### src/rtl/keypad_hex_entry_if.sv
// keypad_hex_entry_if: keypad pins and hex entry results of keypad_hex_entry
interface keypad_hex_entry_if #(parameter int WIDTH = 32);
  localparam int DCW = $clog2(WIDTH / 4) + 1;
  logic [3:0] row_in;
  logic clr;
  logic [3:0] col_out;
  logic key_valid;
  logic [3:0] key_code;
  logic [WIDTH-1:0] entry_value;
  logic [DCW-1:0] digit_count;
  logic key_held;
  modport master (
    output row_in, clr,
    input col_out, key_valid, key_code, entry_value, digit_count, key_held
  );
  modport slave (
    input row_in, clr,
    output col_out, key_valid, key_code, entry_value, digit_count, key_held
  );
endinterface

### src/rtl/keypad_hex_entry.sv
// keypad_hex_entry: 4x4 keypad scanner with debounce, assembling a shift-in hex entry
module keypad_hex_entry #(
  parameter int WIDTH = 32,
  parameter int SCAN_DIV = 100000,
  parameter int DEBOUNCE_CNT = 1000000
) (
  input logic clk,
  input logic rst,
  keypad_hex_entry_if.slave bus
);
  localparam int SW = $clog2(SCAN_DIV);
  localparam int DW = $clog2(DEBOUNCE_CNT);
  localparam int DCW = $clog2(WIDTH / 4) + 1;
  localparam logic [DCW-1:0] MAX_DIGITS = DCW'(WIDTH / 4);
  // nibble {r,c} holds the hex legend of the key at row r, column c
  localparam logic [63:0] KEY_MAP = 64'hDEF0_C987_B654_A321;
  typedef enum logic [1:0] {SCAN, DEBOUNCE, HOLD, RELEASE} state_t;
  state_t state, state_n;
  logic [3:0] rows_m, rows_s;
  logic [1:0] c, c_n, r, r_n, low_row;
  logic [SW-1:0] scan_cnt, scan_n;
  logic [DW-1:0] db_cnt, db_n;
  logic scan_last, db_last, any_low, accept;
  logic [3:0] code;
  assign scan_last = scan_cnt == SW'(SCAN_DIV - 1);
  assign db_last = db_cnt == DW'(DEBOUNCE_CNT - 1);
  assign any_low = rows_s != 4'hF;
  assign low_row = !rows_s[0] ? 2'd0 : !rows_s[1] ? 2'd1 : !rows_s[2] ? 2'd2 : 2'd3;
  assign code = KEY_MAP[{r, c, 2'b00} +: 4];
  assign bus.col_out = ~(4'b0001 << c);
  assign bus.key_held = state == HOLD || state == RELEASE;
  always_comb begin
    state_n = state;
    c_n = c;
    r_n = r;
    scan_n = scan_cnt;
    db_n = db_cnt;
    accept = 1'b0;
    unique case (state)
      SCAN: begin
        scan_n = scan_last ? '0 : scan_cnt + 1'b1;
        if (scan_last && any_low) begin
          state_n = DEBOUNCE;
          r_n = low_row;
          db_n = '0;
        end else if (scan_last) begin
          c_n = c + 2'd1;
        end
      end
      DEBOUNCE: begin
        if (rows_s[r]) begin
          state_n = SCAN;
          c_n = c + 2'd1;
          scan_n = '0;
        end else if (db_last) begin
          state_n = HOLD;
          accept = 1'b1;
        end else begin
          db_n = db_cnt + 1'b1;
        end
      end
      HOLD: begin
        if (!any_low) begin
          state_n = RELEASE;
          db_n = '0;
        end
      end
      RELEASE: begin
        if (any_low) begin
          state_n = HOLD;
        end else if (db_last) begin
          state_n = SCAN;
          c_n = c + 2'd1;
          scan_n = '0;
        end else begin
          db_n = db_cnt + 1'b1;
        end
      end
      default: state_n = SCAN;
    endcase
  end
  always_ff @(posedge clk) begin
    if (rst) begin
      state <= SCAN;
      c <= '0;
      r <= '0;
      scan_cnt <= '0;
      db_cnt <= '0;
      rows_m <= 4'hF;
      rows_s <= 4'hF;
      bus.key_valid <= 1'b0;
      bus.key_code <= '0;
      bus.entry_value <= '0;
      bus.digit_count <= '0;
    end else begin
      rows_m <= bus.row_in;
      rows_s <= rows_m;
      state <= state_n;
      c <= c_n;
      r <= r_n;
      scan_cnt <= scan_n;
      db_cnt <= db_n;
      bus.key_valid <= accept;
      bus.key_code <= accept ? code : bus.key_code;
      bus.entry_value <= bus.clr ? '0 : accept ? {bus.entry_value[WIDTH-5:0], code} : bus.entry_value;
      bus.digit_count <= bus.clr ? '0 : (accept && bus.digit_count != MAX_DIGITS) ? bus.digit_count + 1'b1 : bus.digit_count;
    end
  end
endmodule
### src/flat_wrapper.sv
// flat-port wrapper written by rule: the top's interface ports become plain ports
module keypad_hex_entry_flat 
#(
  parameter int WIDTH = 32,
  parameter int SCAN_DIV = 100000,
  parameter int DEBOUNCE_CNT = 1000000
)
  (clk, rst, bus_row_in, bus_clr, bus_col_out, bus_key_valid, bus_key_code, bus_entry_value, bus_digit_count, bus_key_held);
  keypad_hex_entry_if #(.WIDTH(WIDTH)) bus_i ();
  input logic clk;
  input logic rst;
  input wire logic [$bits(bus_i.row_in)-1:0] bus_row_in;
  input wire logic [$bits(bus_i.clr)-1:0] bus_clr;
  output wire logic [$bits(bus_i.col_out)-1:0] bus_col_out;
  output wire logic [$bits(bus_i.key_valid)-1:0] bus_key_valid;
  output wire logic [$bits(bus_i.key_code)-1:0] bus_key_code;
  output wire logic [$bits(bus_i.entry_value)-1:0] bus_entry_value;
  output wire logic [$bits(bus_i.digit_count)-1:0] bus_digit_count;
  output wire logic [$bits(bus_i.key_held)-1:0] bus_key_held;
  assign bus_i.row_in = bus_row_in;
  assign bus_i.clr = bus_clr;
  assign bus_col_out = bus_i.col_out;
  assign bus_key_valid = bus_i.key_valid;
  assign bus_key_code = bus_i.key_code;
  assign bus_entry_value = bus_i.entry_value;
  assign bus_digit_count = bus_i.digit_count;
  assign bus_key_held = bus_i.key_held;
  keypad_hex_entry #(.WIDTH(WIDTH), .SCAN_DIV(SCAN_DIV), .DEBOUNCE_CNT(DEBOUNCE_CNT)) u_core (.clk(clk), .rst(rst), .bus(bus_i));
endmodule
### config.mk
export PLATFORM = sky130hd
export DESIGN_NAME = keypad_hex_entry_flat
export DESIGN_NICKNAME = d
export VERILOG_FILES = /design/src/rtl/keypad_hex_entry_if.sv /design/src/rtl/keypad_hex_entry.sv /design/src/flat_wrapper.sv
export SDC_FILE = /design/constraint.sdc
export NUM_CORES = 1
export LEC_CHECK = 0
export ABC_AREA = 1
export CAP_MARGIN = 40
export CORE_MARGIN = 2
export CORE_UTILIZATION = 31
export DETAILED_ROUTE_END_ITERATION = 12
export DONT_BUFFER_PORTS = 1
export GPL_TIMING_DRIVEN = 0
export PLACE_DENSITY = 0.52
export SLEW_MARGIN = 20
export SYNTH_ARGS = -nofsm -noshare
export SYNTH_HDL_FRONTEND = slang
export SYNTH_SLANG_ARGS = --single-unit
### constraint.sdc
create_clock -name clk -period 1.6 [get_ports clk]
set_input_delay 0.24 -clock clk [delete_from_list [all_inputs] [get_ports clk]]
set_output_delay 0.24 -clock clk [all_outputs]
set_load 0.01 [all_outputs]
# --- After elaboration in Yosys (flattened, before gate mapping) ---
# Cells that the tools add are included.
totals:
  reg_bits: 92
  in_bits: 7
  output_inout_bits: 46
  word_cells: 79
classes:
  add_sub_neg: 4
  n_lt_le_gt_ge: 1
  eq_ne: 17
  shifts: 2
  muxes: 32
  bitwise: 1
  n_reduce_logical: 11
op_table:
  columns: ["op", "n"]
  rows:
  - ["two-way mux 20 bit", 5]
  - ["one-hot mux 20 bit (4 select lines)", 1]
  - ["two-way mux 17 bit", 4]
  - ["variable part select 64 x 7 -> 4 bit, first input constant", 1]
  - ["one-hot mux 17 bit (3 select lines)", 1]
  - ["two-way mux 2 bit", 13]
  - ["adder 20 x 1 -> 20 bit, second input constant", 1]
  - ["== test 20 bit, second input constant", 1]
  - ["adder 17 x 1 -> 17 bit, second input constant", 1]
  - ["== test 17 bit, second input constant", 1]
  - ["AND reduction 4 bit", 3]
  - ["inequality test 2 x 1 -> 1 bit, second input constant", 4]
  - ["inequality test 2 bit, second input constant", 4]
  - ["inequality test 4 bit, second input constant", 2]
  - ["one-hot mux 2 bit (4 select lines)", 1]
  - ["inequality test 3 x 1 -> 1 bit, second input constant", 2]
  - ["one-hot mux 2 bit (3 select lines)", 1]
  - ["AND reduction 6 bit", 1]
  - ["two-way mux 1 bit", 5]
  - ["adder 4 x 1 -> 4 bit, second input constant", 1]
  - ["== test 2 bit, second input constant", 2]
  - ["inverter 4 bit", 1]
  - ["left shift 1 x 2 -> 4 bit, first input constant", 1]
  - ["< comparator 2 x 3 -> 1 bit, second input constant", 1]
  - ["9 further kinds", 10]

# --- Longest topological paths before layout ---
# Gate-level depths: netlist of the first run.
depth:
  word_depth: 5
  ltp_mapped: 14
  depth_no_buf: 13

# --- Worst setup path after synthesis of the first run ---
# Ideal clock, no wire load.
synth_timing:
  kind: "register to register"
  from: "register u_core.db_cnt[0]"
  to: "register u_core.bus.entry_value[20]"
  setup_ps: 116
  arrival_time_ps: 1568
  t_required_ps: 1484
  path_slack_ps: -83
  stages_incl_launch_ff: 12
  path_buffers: 1
  synth_period_minus_slack_ps: 1683
  path_cell_list: "dfxtp_1 > ha_1 > nand2_2 > inv_1 > nand3_2 > nor2_4 > nand2_4 > nor2_8 > inv_2 > buf_2 > o21ai_0 > nor2_1"
synth_via:
  elab_chain_len: 4
synth_lines:
  columns: ["element", "line_no", "text"]
  rows:
  - ["start: declaration", "keypad_hex_entry.sv:22", "logic [DW-1:0] db_cnt, db_n;"]
  - ["start signal: assignment", "keypad_hex_entry.sv:102", "db_cnt <= db_n;"]
  - ["== test 20 bit", "keypad_hex_entry.sv:26", "assign db_last = db_cnt == DW'(DEBOUNCE_CNT - 1);"]
  - ["two-way mux 1 bit", "keypad_hex_entry.sv:55", "end else if (db_last) begin"]
  - ["two-way mux 1 bit", "keypad_hex_entry.sv:51", "if (rows_s[r]) begin"]
  - ["two-way mux 1 bit", "keypad_hex_entry.sv:39", "unique case (state)"]
  - ["end signal: assignment", "keypad_hex_entry.sv:105", "bus.entry_value <= bus.clr ? '0 : accept ? {bus.entry_value[WIDTH-5:0], code} : bus.entry_value;"]
  - ["end: declaration", "keypad_hex_entry_if.sv:18", "output col_out, key_valid, key_code, entry_value, digit_count, key_held"]
# Every way passes these cells.
# A chain may end at the register's enable or synchronous reset.

# --- Worst setup path after layout of the first run ---
layout_timing:
  from: "register u_core.db_cnt[1]"
  to: "register u_core.bus.entry_value[16]"
# The elaborated chain is that of the path after synthesis.

==> impl_results.html, run 1 <==
<table>
<tr><th>Metric</th><th>Value</th></tr>
<tr><th colspan="2">Setup path</th></tr>
<tr><td>Critical path start-end classification</td><td>flip-flop to flip-flop</td></tr>
<tr><td>Type of origin of the critical path</td><td>flip-flop</td></tr>
<tr><td>Required time of the critical path</td><td>1.86 ns</td></tr>
<tr><td>Maximum fanout along the worst path</td><td>10</td></tr>
<tr><td>Register-to-Register Setup Slack</td><td>-0.05 ns</td></tr>
<tr><td>Crit. End Element</td><td>flip-flop</td></tr>
<tr><td>Critical path data arrival time</td><td>1.91 ns</td></tr>
<tr><th colspan="2">Synth</th></tr>
<tr><td>Number of nets produced by synthesis</td><td>749</td></tr>
<tr><td>Post-synth top area share</td><td>38.0%</td></tr>
<tr><td>Count of unique library cells instantiated by Yosys</td><td>40</td></tr>
<tr><td>Dominant synthesized flop cell</td><td>dfxtp_1</td></tr>
<tr><td>Cell count after synthesis</td><td>733</td></tr>
<tr><td>Post-synth top cells</td><td>nand2_1 (158), nor2_1 (120), dfxtp_1 (92), inv_1 (74), nand3_1 (69)</td></tr>
<tr><td>Library cell with the highest instance count after synthesis</td><td>nand2_1</td></tr>
<tr><td>Post-synthesis cell type with the largest combined area</td><td>dfxtp_1</td></tr>
<tr><td>FFs w/ async S/R, synth</td><td>0%</td></tr>
<tr><td>Warning count from the yosys run</td><td>0</td></tr>
<tr><td>Post-synthesis cell area</td><td>4850 um2</td></tr>
<tr><td>Avg Inst Size Synth</td><td>6.61 um2</td></tr>
<tr><td>Post-synthesis sequential element count</td><td>92</td></tr>
<tr><td>Largest cells by area after synthesis</td><td>dfxtp_1 (38%), nand2_1 (12%), nor2_1 (9.3%)</td></tr>
<tr><td>Number of enable-type register cells in the synthesized netlist</td><td>0</td></tr>
<tr><td>Part of the Yosys area used for sequential elements</td><td>38.0%</td></tr>
<tr><th colspan="2">Floorplanning</th></tr>
<tr><td>Overall die area</td><td>16700 um2</td></tr>
<tr><td>Standard-cell rows</td><td>45</td></tr>
<tr><td>Number of top-level pins</td><td>53</td></tr>
<tr><td>Chip width</td><td>129 um</td></tr>
<tr><td>Starting density of the core</td><td>31.8%</td></tr>
<tr><td>CORE AREA</td><td>15300 um2</td></tr>
<tr><td>Die extent in y</td><td>129 um</td></tr>
<tr><th colspan="2">STA</th></tr>
<tr><td>Worst slew slack as a fraction of its limit</td><td>54.7%</td></tr>
<tr><td>Setup total negative slack</td><td>-1.14 ns</td></tr>
<tr><td>Final number of max-transition violations</td><td>0</td></tr>
<tr><td>Share of the clock period used by the worst path after layout</td><td>103%</td></tr>
<tr><td>Number of setup violations in the final report</td><td>47</td></tr>
<tr><td>Unrepaired setup endpoints after global routing</td><td>true</td></tr>
<tr><td>Transition at the pin with the smallest max-transition slack</td><td>0.680 ns</td></tr>
<tr><td>Worst setup slack after layout</td><td>-0.0536 ns</td></tr>
<tr><td>Worst setup skew after layout</td><td>0.00639 ns</td></tr>
<tr><td>Max frequency</td><td>605 MHz</td></tr>
<tr><td>Final Hold Fails</td><td>0</td></tr>
<tr><td>Worst Hold Slack</td><td>0.105 ns</td></tr>
<tr><td>Final critical path time including I/O delays and setup</td><td>1.65 ns</td></tr>
<tr><th colspan="2">Clocking</th></tr>
<tr><td>Clk pin slew, worst setup/hold paths</td><td>0.07 ns</td></tr>
<tr><td>H-tree level count</td><td>3</td></tr>
<tr><td>Inserted Clock Buffers</td><td>9</td></tr>
<tr><td>Clock latency reported for the late side of the worst-skew pair</td><td>0.36 ns</td></tr>
<tr><td>Number of clock sinks</td><td>92</td></tr>
<tr><td>TritonCTS clock tree</td><td>yes</td></tr>
<tr><td>Buffer levels on the longest clock path</td><td>2</td></tr>
<tr><td>Buffer type at the clock tree root</td><td>clkbuf_16</td></tr>
<tr><th colspan="2">Layout</th></tr>
<tr><td>Number of fillers in the final layout</td><td>1587</td></tr>
<tr><td>FF/Latch Area</td><td>1890 um2</td></tr>
<tr><td>Synth-to-layout area growth</td><td>31.6%</td></tr>
<tr><td>Final antenna diode count</td><td>0</td></tr>
<tr><td>Layout cell share with drive strength beyond 1</td><td>27.0%</td></tr>
<tr><td>Net total in the final layout</td><td>805</td></tr>
<tr><td>Area of the multi-input gates</td><td>2900 um2</td></tr>
<tr><th colspan="2">Global route</th></tr>
<tr><td>First-pass GRT wire length</td><td>22600 um</td></tr>
<tr><td>Maximum number of pins on one net before global-route repair</td><td>19</td></tr>
<tr><td>Combined global-route utilization of all metal layers</td><td>17.2%</td></tr>
<tr><td>GRT Residual Overflow</td><td>0</td></tr>
<tr><td>Vias in the first global route</td><td>4395</td></tr>
<tr><td>Antenna violations before repair</td><td>0</td></tr>
<tr><th colspan="2">Run status</th></tr>
<tr><td>Failing checks</td><td>negative setup slack</td></tr>
<tr><td>Result of the run</td><td>finished with violations</td></tr>
<tr><th colspan="2">Routing</th></tr>
<tr><td>Final antenna-violating net count</td><td>0</td></tr>
<tr><td>Met3 WL</td><td>863 um</td></tr>
<tr><td>Mean number of vias per cell</td><td>4.81</td></tr>
<tr><td>Total length of routed wires</td><td>14200 um</td></tr>
<tr><td>Initial detailed-routing violation count</td><td>246</td></tr>
<tr><td>Top metal layer carrying routed signals</td><td>met4</td></tr>
<tr><td>Routed metal-1 wirelength</td><td>6630 um</td></tr>
<tr><td>Per-cell routed wire length</td><td>14.2 um</td></tr>
<tr><td>Vias</td><td>4835</td></tr>
<tr><td>Routed length on met2</td><td>6520 um</td></tr>
<tr><td>Number of DRC violations after detailed routing</td><td>0</td></tr>
<tr><td>Number of detailed-route iterations in the first pass</td><td>5</td></tr>
<tr><th colspan="2">Power and ir drop</th></tr>
<tr><td>Pwr dens</td><td>855 nW/um2</td></tr>
<tr><td>Worst ir drop on vdd</td><td>0.568 mV</td></tr>
<tr><td>Static Leak</td><td>0.00243 uW</td></tr>
<tr><th colspan="2">Place</th></tr>
<tr><td>Number of buffers inserted by port buffering</td><td>0</td></tr>
<tr><td>Final RePlAce weighted congestion</td><td>0.878</td></tr>
<tr><td>Detailed-placement wirelength estimate</td><td>9850 um</td></tr>
<tr><th colspan="2">Min path</th></tr>
<tr><td>Type of the most critical hold path</td><td>primary input to flip-flop</td></tr>
<tr><th colspan="2">Flow run</th></tr>
<tr><td>MaxCap Viol Count</td><td>0</td></tr>
</table>
-- cell type report --
type | count | share of cell area, %
multi-input cells | 535 | 45.5
flip-flops and latches | 92 | 29.7
repair buffers | 45 | 6.77
inverters | 80 | 5.10
well taps | 211 | 4.14
plain buffers | 26 | 3.94
clock buffers | 9 | 3.53
clock inverters | 7 | 1.37
-- critical path, stage by stage (launching register included) --
cell and delay (ns):
dfxtp_2 0.36, ha_4 0.16, nand2_4 0.07, inv_4 0.07, nand3_4 0.08, nor2_4 0.13
nand2_4 0.11, nor2_8 0.20, inv_6 0.08, buf_8 0.15, o21ai_2 0.12, nor2_1 0.05
-- state kept, by name, indices dropped and copies added, names as in the netlist --
signal and flops:
u_core.c 2, u_core.scan_cnt 17, u_core.bus.key_valid 1, u_core.bus.digit_count 4
u_core.state 2, u_core.db_cnt 20, u_core.rows_s 4, u_core.bus.key_code 4
u_core.rows_m 4, u_core.r 2, u_core.bus.entry_value 32
-- metal layers --
layer	GRT usage [%]	vias up
li1	-	2487
met1	22.5	2213
met2	27.4	112
met3	5.41	23
met4	5.18	0
met5	0	-
-- cells in the final DEF, fill, tap and decap left out, types with 8 or more instances in the layout --
cell,count
nand2_1,139
nor2_1,105
inv_1,62
dfxtp_1,62
nand3_1,58
a21oi_1,51
buf_4,31
dfxtp_2,25
nand4_1,19
o21ai_0,18
nand2_2,17
o21ai_1,15
nand3_2,13
buf_6,12
nor2_4,11
nor2_2,11
nor3_1,11
inv_2,10
or2_2,10
clkbuf_16,10
nand2_4,9
buf_8,8
a21oi_2,8
-- kinds of logic (layout without fill, tap and decap cells) --
group / Yosys count / after routing / share of synthesized area [%]
compound gates: 109 / 109 / 12.1
xor+xnor: 5 / 5 / 0.903
fa+ha+maj: 9 / 9 / 2.32
buf+inv: 106 / 167 / 9.11
flops: 92 / 92 / 38.0
simple gates: 412 / 412 / 37.6
-- timing repair --
action / in CTS / in global routing
resized for setup: 100 / 100
buffers inserted: 21 / 17
hold buffers: 4 / 0
hold endpoints to repair: 4 / 0
pin swaps: 13 / 20
endpoints found under the setup margin: 82 / 84
cloned: 2 / 1
-- per-stage QoR --
step | cells | total power, uW | util, % | worst slack (ns) | area [um2]
after global placement | 944 | 2920 | 33.5 | -0.383 | 5120
after CTS | 987 | 5400 | 39.0 | -0.0680 | 5960
after detailed placement | 944 | 2920 | 33.5 | -0.404 | 5120
after floorplan | 733 | 2770 | - | -0.0222 | 4850
final | 1005 | 5450 | 41.8 | -0.0536 | 6380
after global routing | 1005 | 5670 | 41.8 | -0.149 | 6380
-- power by group --
group	internal, uW	switching (uW)	total, uW
registers	2340	54.6	2390
logic	324	430	754
clock network	1250	1050	2300
total	3920	1530	5450
-- final timing paths --
path | from | depth (start not counted) | endpoint
setup / recovery | u_core.db_cnt[1] | 11 | u_core.bus.entry_value[16]
hold / removal | bus_clr | 3 | u_core.bus.entry_value[6]
setup reg to reg | u_core.db_cnt[1] | 11 | u_core.bus.entry_value[16]
hold reg to reg | u_core.rows_m[2] | 1 | u_core.rows_s[2]
Power figures use the tool's default switching activity.
==> run 2: changes to the inputs <==
CORE_ASPECT_RATIO = 1.2   (was default)
==> run 2 against run 1 <==
  * The run still ends with negative setup slack left
  * Clock-buffer cell count grew 2
  * Critical path depth grew 1
  * Combinational power grew 10%
  * Sequential power is essentially flat
  * Register-to-register slack lost 0.04 ns
  * Highest routed layer unchanged
  * Fmax shrank 2.6%
  * Worst hold slack lost 0.0079 ns
  * Largest power group unchanged
  * Wire length grew 8.0%
  * First-iteration DRC count grew 17%
  * Core utilization grew 2.5 points
  * Global-route usage grew 0.56 points
==> impl_results.html, run 2 (synthesis gave the netlist of run 1 again) <==
<table>
<tr><th>Metric</th><th>Value</th></tr>
<tr><th colspan="2">Run status</th></tr>
<tr><td>Result of the run</td><td>finished with violations</td></tr>
<tr><td>Failing checks</td><td>negative setup slack</td></tr>
<tr><th colspan="2">STA</th></tr>
<tr><td>Final Hold Fails</td><td>0 (unchanged)</td></tr>
<tr><td>Unrepaired setup endpoints after global routing</td><td>true</td></tr>
<tr><td>Max frequency</td><td>589 MHz (-2.6%)</td></tr>
<tr><td>Worst setup slack after layout</td><td>-0.0976 ns (-0.0440 ns)</td></tr>
<tr><td>Transition at the pin with the smallest max-transition slack</td><td>0.751 ns (+0.0713 ns)</td></tr>
<tr><td>Final critical path time including I/O delays and setup</td><td>1.70 ns (+0.0440 ns)</td></tr>
<tr><td>Worst slew slack as a fraction of its limit</td><td>49.9% (-4.8 points)</td></tr>
<tr><td>Share of the clock period used by the worst path after layout</td><td>106% (+2.7 points)</td></tr>
<tr><td>Worst setup skew after layout</td><td>0.00993 ns (+0.00353 ns)</td></tr>
<tr><td>Final number of max-transition violations</td><td>0 (unchanged)</td></tr>
<tr><td>Number of setup violations in the final report</td><td>61 (+30%)</td></tr>
<tr><th colspan="2">Global route</th></tr>
<tr><td>GRT Residual Overflow</td><td>0 (unchanged)</td></tr>
<tr><td>First-pass GRT wire length</td><td>23500 um (+3.8%)</td></tr>
<tr><td>Antenna violations before repair</td><td>0 (unchanged)</td></tr>
<tr><td>Vias in the first global route</td><td>4542 (+3.3%)</td></tr>
<tr><td>Combined global-route utilization of all metal layers</td><td>17.8% (+0.56 points)</td></tr>
<tr><td>Maximum number of pins on one net before global-route repair</td><td>16 (-3)</td></tr>
<tr><th colspan="2">Routing</th></tr>
<tr><td>Per-cell routed wire length</td><td>15.1 um (+6.3%)</td></tr>
<tr><td>Initial detailed-routing violation count</td><td>287 (+17%)</td></tr>
<tr><td>Number of DRC violations after detailed routing</td><td>0 (unchanged)</td></tr>
<tr><td>Mean number of vias per cell</td><td>4.90 (+1.9%)</td></tr>
<tr><td>Vias</td><td>5003 (+3.5%)</td></tr>
<tr><td>Total length of routed wires</td><td>15400 um (+8.0%)</td></tr>
<tr><td>Number of detailed-route iterations in the first pass</td><td>4 (-1)</td></tr>
<tr><td>Final antenna-violating net count</td><td>0 (unchanged)</td></tr>
<tr><th colspan="2">Flow run</th></tr>
<tr><td>MaxCap Viol Count</td><td>0 (unchanged)</td></tr>
<tr><th colspan="2">Floorplanning</th></tr>
<tr><td>Number of top-level pins</td><td>53 (unchanged)</td></tr>
<tr><td>Starting density of the core</td><td>31.4% (-0.40 points)</td></tr>
<tr><td>CORE AREA</td><td>15500 um2 (+1.3%)</td></tr>
<tr><td>Overall die area</td><td>16700 um2 (about the same)</td></tr>
<tr><td>Standard-cell rows</td><td>50 (+11%)</td></tr>
<tr><td>Die extent in y</td><td>141 um (+9.2%)</td></tr>
<tr><td>Chip width</td><td>118 um (-8.4%)</td></tr>
<tr><th colspan="2">Setup path</th></tr>
<tr><td>Critical path start-end classification</td><td>flip-flop to flip-flop</td></tr>
<tr><td>Required time of the critical path</td><td>1.90 ns (+0.04 ns)</td></tr>
<tr><td>Type of origin of the critical path</td><td>flip-flop</td></tr>
<tr><td>Crit. End Element</td><td>flip-flop</td></tr>
<tr><td>Maximum fanout along the worst path</td><td>7 (-3)</td></tr>
<tr><td>Cells on worst reg2reg path</td><td>12 (+1)</td></tr>
<tr><td>Critical path data arrival time</td><td>1.99 ns (+0.08 ns)</td></tr>
<tr><td>Register-to-Register Setup Slack</td><td>-0.1 ns (-0.04 ns)</td></tr>
<tr><th colspan="2">Place</th></tr>
<tr><td>Cell total after placement</td><td>941 (-0.32%)</td></tr>
<tr><td>Detailed-placement wirelength estimate</td><td>10300 um (+4.5%)</td></tr>
<tr><td>Minimum setup slack after placement</td><td>-0.387 ns (+0.0175 ns)</td></tr>
<tr><td>Final RePlAce weighted congestion</td><td>0.876 (-0.32%)</td></tr>
<tr><td>Number of buffers inserted by port buffering</td><td>0 (unchanged)</td></tr>
<tr><th colspan="2">Clocking</th></tr>
<tr><td>Buffer levels on the longest clock path</td><td>2 (unchanged)</td></tr>
<tr><td>Clock latency reported for the late side of the worst-skew pair</td><td>0.36 ns (about the same)</td></tr>
<tr><td>Clk pin slew, worst setup/hold paths</td><td>0.07 ns (about the same)</td></tr>
<tr><td>Inserted Clock Buffers</td><td>9 (unchanged)</td></tr>
<tr><td>TritonCTS clock tree</td><td>yes</td></tr>
<tr><td>H-tree level count</td><td>3 (unchanged)</td></tr>
<tr><td>Buffer type at the clock tree root</td><td>clkbuf_16</td></tr>
<tr><td>Number of clock sinks</td><td>92 (unchanged)</td></tr>
<tr><th colspan="2">Power and ir drop</th></tr>
<tr><td>Static Leak</td><td>0.00254 uW (+4.7%)</td></tr>
<tr><td>Worst ir drop on vdd</td><td>0.515 mV (-9.4%)</td></tr>
<tr><td>Pwr dens</td><td>778 nW/um2 (-8.9%)</td></tr>
<tr><th colspan="2">Layout</th></tr>
<tr><td>Final antenna diode count</td><td>0 (unchanged)</td></tr>
<tr><td>Biggest registers after layout</td><td>u_core.bus.entry_value x32, u_core.db_cnt x20, u_core.scan_cnt x17</td></tr>
<tr><td>Synth-to-layout area growth</td><td>41.1%</td></tr>
<tr><td>Number of flip-flops in the largest register</td><td>32 (unchanged)</td></tr>
<tr><td>Final instance count without filler cells</td><td>1021 (+1.6%)</td></tr>
<tr><td>Top register by number of flip-flops</td><td>u_core.bus.entry_value</td></tr>
<tr><td>FF/Latch Area</td><td>1890 um2 (unchanged)</td></tr>
<tr><td>Number of fillers in the final layout</td><td>1599 (+0.76%)</td></tr>
<tr><td>Commonest cells after routing, fill and taps aside</td><td>nand2_1 (127), nor2_1 (95), dfxtp_1 (64), inv_1 (61), nand3_1 (47)</td></tr>
<tr><td>Most frequent standard cell in the layout excluding fill and tap cells</td><td>nand2_1</td></tr>
<tr><td>Area of the multi-input gates</td><td>3150 um2 (+8.7%)</td></tr>
<tr><td>Layout cell share with drive strength beyond 1</td><td>35.2% (+8.2 points)</td></tr>
<tr><td>Net total in the final layout</td><td>824 (+2.4%)</td></tr>
<tr><th colspan="2">Min path</th></tr>
<tr><td>Worst hold path depth</td><td>3 (unchanged)</td></tr>
<tr><td>Type of the most critical hold path</td><td>primary input to flip-flop</td></tr>
</table>
-- run 2: changes by cell type in the layout (fill, tap and decap cells not counted), sizes merged --
cell / before / now
clkbuf: 17 / 22
buf: 59 / 75
bufinv: 1 / 0
inv: 84 / 78
clkinv: 2 / 4
clkinvlp: 0 / 3
-- run 2: power by group --
part	leakage (uW)	switching [uW]	internal (uW)	total, uW
registers	0.000758	55.2	2330	2390
clock network	0.000134	963	1140	2100
logic	0.00165	462	369	830
total	0.00254	1480	3840	5320
-- run 2: worst paths after layout --
path,startpoint,end
setup / recovery,u_core.scan_cnt[5],u_core.db_cnt[18]
hold / removal,bus_clr,u_core.bus.entry_value[6]
hold reg to reg,u_core.rows_m[0],u_core.rows_s[0]
setup reg to reg,u_core.scan_cnt[5],u_core.db_cnt[18]
-- run 2: critical path, stage by stage (launching register included) --
cell and delay [ns]:
dfxtp_1 0.36, inv_2 0.11, nand4_1 0.09, nor2_2 0.20
nand4_1 0.15, nand2_2 0.11, buf_6 0.15, buf_12 0.12
buf_12 0.11, nand3_1 0.07, nand2_1 0.06, inv_1 0.04
nor2_1 0.07
-- run 2: layout make-up --
type / instances / area share [%]
clock inverters: 5 / 0.531
inverters: 80 / 4.76
plain buffers: 26 / 3.60
repair buffers: 64 / 9.84
flip-flops and latches: 92 / 27.7
clock buffers: 11 / 3.70
multi-input cells: 535 / 46.1
well taps: 208 / 3.81
-- run 2: stage by stage --
stage / hold WS, ns / cell area, um2 / TNS (ns) / utilization [%] / power, uW
after floorplan: 0.344 / 4850 / -0.230 / - / 2770
after global placement: 0.346 / 5110 / -20.52 / 33.1 / 2920
after detailed placement: 0.348 / 5110 / -21.28 / 33.1 / 2920
after CTS: 0.0916 / 6070 / -2.78 / 39.3 / 5250
after global routing: 0.111 / 6840 / -10.30 / 44.3 / 5540
final: 0.0968 / 6840 / -2.42 / 44.3 / 5320
-- run 2: what timing repair did --
action                                 in CTS  in global routing
pin swaps                                  16                 45
hold buffers                                4                  0
setup endpoints to repair                  83                 84
gates resized for setup                   117                153
buffers inserted                           28                 23
endpoints found under the hold margin       4                  0
gates cloned                                6                  3
-- run 2: metal layers --
layer	up-vias	GRT usage [%]	routed length, um
met5	-	0	0
met4	0	10.4	605
met3	40	3.96	822
met2	120	31.8	7900
met1	2312	19.2	6060
li1	2531	-	-
